<file path="config.mk">
export PLATFORM = sky130hd
export DESIGN_NAME = seg_pattern_lookup
export DESIGN_NICKNAME = d
export VERILOG_FILES = /design/src/rtl/seg_pattern_pkg.sv /design/src/rtl/seg_pattern_lookup.sv
export SDC_FILE = /design/constraint.sdc
export NUM_CORES = 1
export LEC_CHECK = 0
export CORE_AREA = 4 4 41 43
export DETAILED_ROUTE_END_ITERATION = 16
export DIE_AREA = 0 0 45 47
export PLACE_DENSITY = 0.46
export REMOVE_ABC_BUFFERS = 1
export SLEW_MARGIN = 20
export SYNTH_ARGS = -nofsm -noshare
export SYNTH_HDL_FRONTEND = slang
export SYNTH_SLANG_ARGS = --single-unit
</file>
<file path="constraint.sdc">
create_clock -name vclk -period 2.05
set_input_delay 0.615 -clock vclk [all_inputs]
set_output_delay 0.615 -clock vclk [all_outputs]
set_load 0.02 [all_outputs]
</file>
<file path="src/rtl/seg_pattern_pkg.sv">
// Shared constants and types for the seven-segment sequence checker:
// the index-to-pattern table, the ambiguous pattern and the tracking states.
package seg_pattern_pkg;

  // Entry i is the segment pattern shown for sequence index i.
  // Entries 4 and 7 share a pattern, so that pattern alone cannot name an index.
  localparam logic [7:0][6:0] PATTERN_TABLE = {
    7'b0100000,  // 7
    7'b0000100,  // 6
    7'b0001000,  // 5
    7'b0100000,  // 4
    7'b0010000,  // 3
    7'b0000001,  // 2
    7'b1000000,  // 1
    7'b0000010   // 0
  };

  localparam logic [6:0] AMBIGUOUS_PATTERN = 7'b0100000;

  typedef enum logic [1:0] {
    HUNT   = 2'd0,
    SYNC   = 2'd1,
    LOCKED = 2'd2
  } state_t;

endpackage

</file>
<file path="src/rtl/seg_pattern_lookup.sv">
// Combinational decode of a 7-bit segment pattern into a sequence index.
// is_unique flags a pattern that names exactly one index; is_ambiguous flags
// the pattern shared by indices 4 and 7. Anything else decodes as invalid.
module seg_pattern_lookup
  import seg_pattern_pkg::*;
(
  input  logic [6:0] segment,
  output logic [2:0] index,
  output logic       is_unique,
  output logic       is_ambiguous
);

  logic [7:0] hits;

  // One-hot compare against every table entry, excluding the shared pattern.
  always_comb begin
    hits         = 8'b0000_0000;
    index        = 3'd0;
    is_unique    = 1'b0;
    is_ambiguous = (segment == AMBIGUOUS_PATTERN);
    for (int i = 0; i < 8; i++) begin
      hits[i] = (segment == PATTERN_TABLE[i]) && (segment != AMBIGUOUS_PATTERN);
    end
    case (hits)
      8'b0000_0001: begin index = 3'd0; is_unique = 1'b1; end
      8'b0000_0010: begin index = 3'd1; is_unique = 1'b1; end
      8'b0000_0100: begin index = 3'd2; is_unique = 1'b1; end
      8'b0000_1000: begin index = 3'd3; is_unique = 1'b1; end
      8'b0010_0000: begin index = 3'd5; is_unique = 1'b1; end
      8'b0100_0000: begin index = 3'd6; is_unique = 1'b1; end
      default:      begin index = 3'd0; is_unique = 1'b0; end
    endcase
  end

endmodule

</file>
==> impl_metrics.json, run 1 <==
{
  "status": "finished, violations left",
  "failed_checks": "setup timing",
  "via_per_inst": 4.13,
  "cpPeakStageDelay_ns": 0.30,
  "fmax_mhz": 472,
  "synth.yosys.seq_area_share_pct": 0,
  "fin_worst_hold_slack_ns": 1.61,
  "core_region_area_sq_um": 1300,
  "grt_pass1_wl_um": 952,
  "static-leakage-power_nw": 0.173,
  "finish.net_count": 54,
  "sequential_cell_area_sq_um": 0,
  "crit_family": "simple AND/OR/NAND/NOR gates",
  "detail-route-antenna-nets": 0,
  "layout_setup_ws_ns": -0.0701,
  "fp-row-count": 13,
  "gr-max-usage-layer": "met2",
  "final_period_util_pct": 103,
  "dp.final_hpwl_um": 442,
  "dieHeight_um": 47,
  "multiInputGateArea_sq_um": 220,
  "irDropWorstVdd_uv": 78.3,
  "overflow": 0,
  "pre_cts_slack_ns": -1.03,
  "drt_first_pass_iters": 1,
  "totalPowerFinal_uw": 72.2,
  "final_cell_mix": "buf_4, nor2_1, buf_6",
  "crit_path_end_kind": "output pin",
  "drc_errors": 0,
  "power_per_cell_area_nw_per_um2": 170,
  "post_cts_hold_buffer_count": 0,
  "hold_path.class": "in2out",
  "initial_antenna_violation_count": 0,
  "routed_wl_um": 588,
  "pin_count_of_the_biggest_net_entering_global_routing": 9,
  "route.vias.total": 248,
  "holdCritStartpoint": "segment[3]",
  "worst-setup-path-type": "in2out",
  "dr.first_iter.drc_count": 0,
  "final.clkbuf_count": 0,
  "synth-warning-count": 0,
  "placed_cells": 59,
  "die_width_um": 45,
  "n_antenna_cell": 0,
  "timing_max_transition_violations_final": 0,
  "crit_required_ns": 1.43,
  "utilization_pct": 32.6,
  "syn_to_final_growth_pct": 126,
  "cp-startpoint": "segment[4]",
  "number_of_global_route_vias_before_repair": 225,
  "grtUsageMet1_pct": 8.31,
  "worst_ep_arrival_time_ns": 1.51,
  "design.seq.count": 0,
  "setup-violations-final": 2,
  "avgRoutedWirePerCell_um": 9.80,
  "post-route-min-period_ns": 2.12,
  "rsz0062_at_grt": "yes",
  "syn_area_sq_um": 188,
  "worstSetupStartpointType": "primary input",
  "gp_congestion": 0.643,
  "met3_track_demand_over_resource_in_global_routing_pct": 0.766,
  "io_pins": 12,
  "grt.met2_usage_pct": 9.32,
  "crit_path_max_fanout": 8,
  "layout_commonest_cell": "buf_4",
  "num-fill-cells": 157,
  "stdcell_count": 60,
  "maxSlewHeadroom_pct": 83.9,
  "cap_viol_max_count": 0,
  "crit_path_cell_trace": "buf_12 > nor4_4 > nand3b_1 > o221ai_2 > buf_4",
  "portBuffers": 12,
  "postSynthCellCount": 25,
  "global_route.usage.total_pct": 5.66,
  "cpMaxStageDelayCell": "nor4_4",
  "worst_pin_slew_ns": 0.240,
  "synth.lib_cells_used.distinct": 15,
  "layout-drive-gt1-share_pct": 71.1,
  "initial_utilization_pct": 14.4,
  "die_outline_area_sq_um": 2120,
  "crit_buf_inv": 2,
  "postSynthAreaPerCell_sq_um": 7.51,
  "timing_hold_violations_final": 0
}
## cell families (layout without fill, tap and decap cells)
logic type,Yosys count,after routing,share of synthesized area [%]
buffers and inverters,2,22,12.0
XOR/XNOR,3,3,14.0
AO/OA/AOI/OAI,6,6,22.7
AND/OR/NAND/NOR,14,14,51.3
## worst min-delay path, cell delays in order
cell and delay (ns):
buf_4 0.16, nor4b_2 0.07, buf_4 0.15
## metrics by stage
step	TNS [ns]	cell area (sq um)
after floorplan	-0.181	165
after global placement	-4.80	372
after detailed placement	-4.80	372
after CTS	-0.160	394
after global routing	-0.187	424
final	-0.0832	424
## cells in the mapped netlist
| master | number | area, sq um |
|---|---|---|
| nand3b_1 | 1 | 7.51 |
| o21ai_1 | 2 | 10.0 |
| nor4_4 | 1 | 21.3 |
| nor3_1 | 1 | 5.00 |
| or3_1 | 1 | 6.26 |
| nand3_1 | 1 | 5.00 |
| nand2_1 | 1 | 3.75 |
| buf_6 | 2 | 22.5 |
| o221ai_2 | 1 | 15.0 |
| o21ai_0 | 2 | 10.0 |
| and3_1 | 1 | 6.26 |
| a211oi_1 | 1 | 7.51 |
| xor2_1 | 3 | 26.3 |
| nor2_1 | 4 | 15.0 |
| nor4b_1 | 3 | 26.3 |
## where the power goes
part           switching (mW)  total, mW  leakage, nW  internal, mW
clock network               0          0            0             0
registers                   0          0            0             0
logic                  0.0325     0.0722        0.173        0.0398
## timing repair
| item | in CTS | in global routing |
|---|---|---|
| resized for setup | 70 | 9 |
| pin swaps | 8 | 6 |
| setup buffers | 1 | 1 |
| endpoints found under the hold margin | 0 | 0 |
| gates cloned | 0 | 0 |
| setup endpoints to repair | 5 | 4 |
## path summary, 6_finish.rpt
kind | end | cells after the start | slack [ns]
worst max-delay path | is_unique | 5 | -0.07
worst min-delay path | index[1] | 3 | 1.61
## area by class of cell
cell class | instances | area share [%]
multi-input combinational | 23 | 51.9
timing repair buffer | 22 | 43.7
tap | 15 | 4.42
## routing by layer
layer  part of all wire [%]  routed length, um
met5                      0                  0
met4                      0                  0
met2                     43                253
met3                     11                 64
met1                     46                270
No activity file was read; power rests on OpenSTA's default activity.
==> run 2, diff against run 1 <==
Settings changed: ABC_CLOCK_PERIOD_IN_PS from default to 2050.
==> results of run 2 <==
Final layout, timing and power as in run 1 (identical DEF).
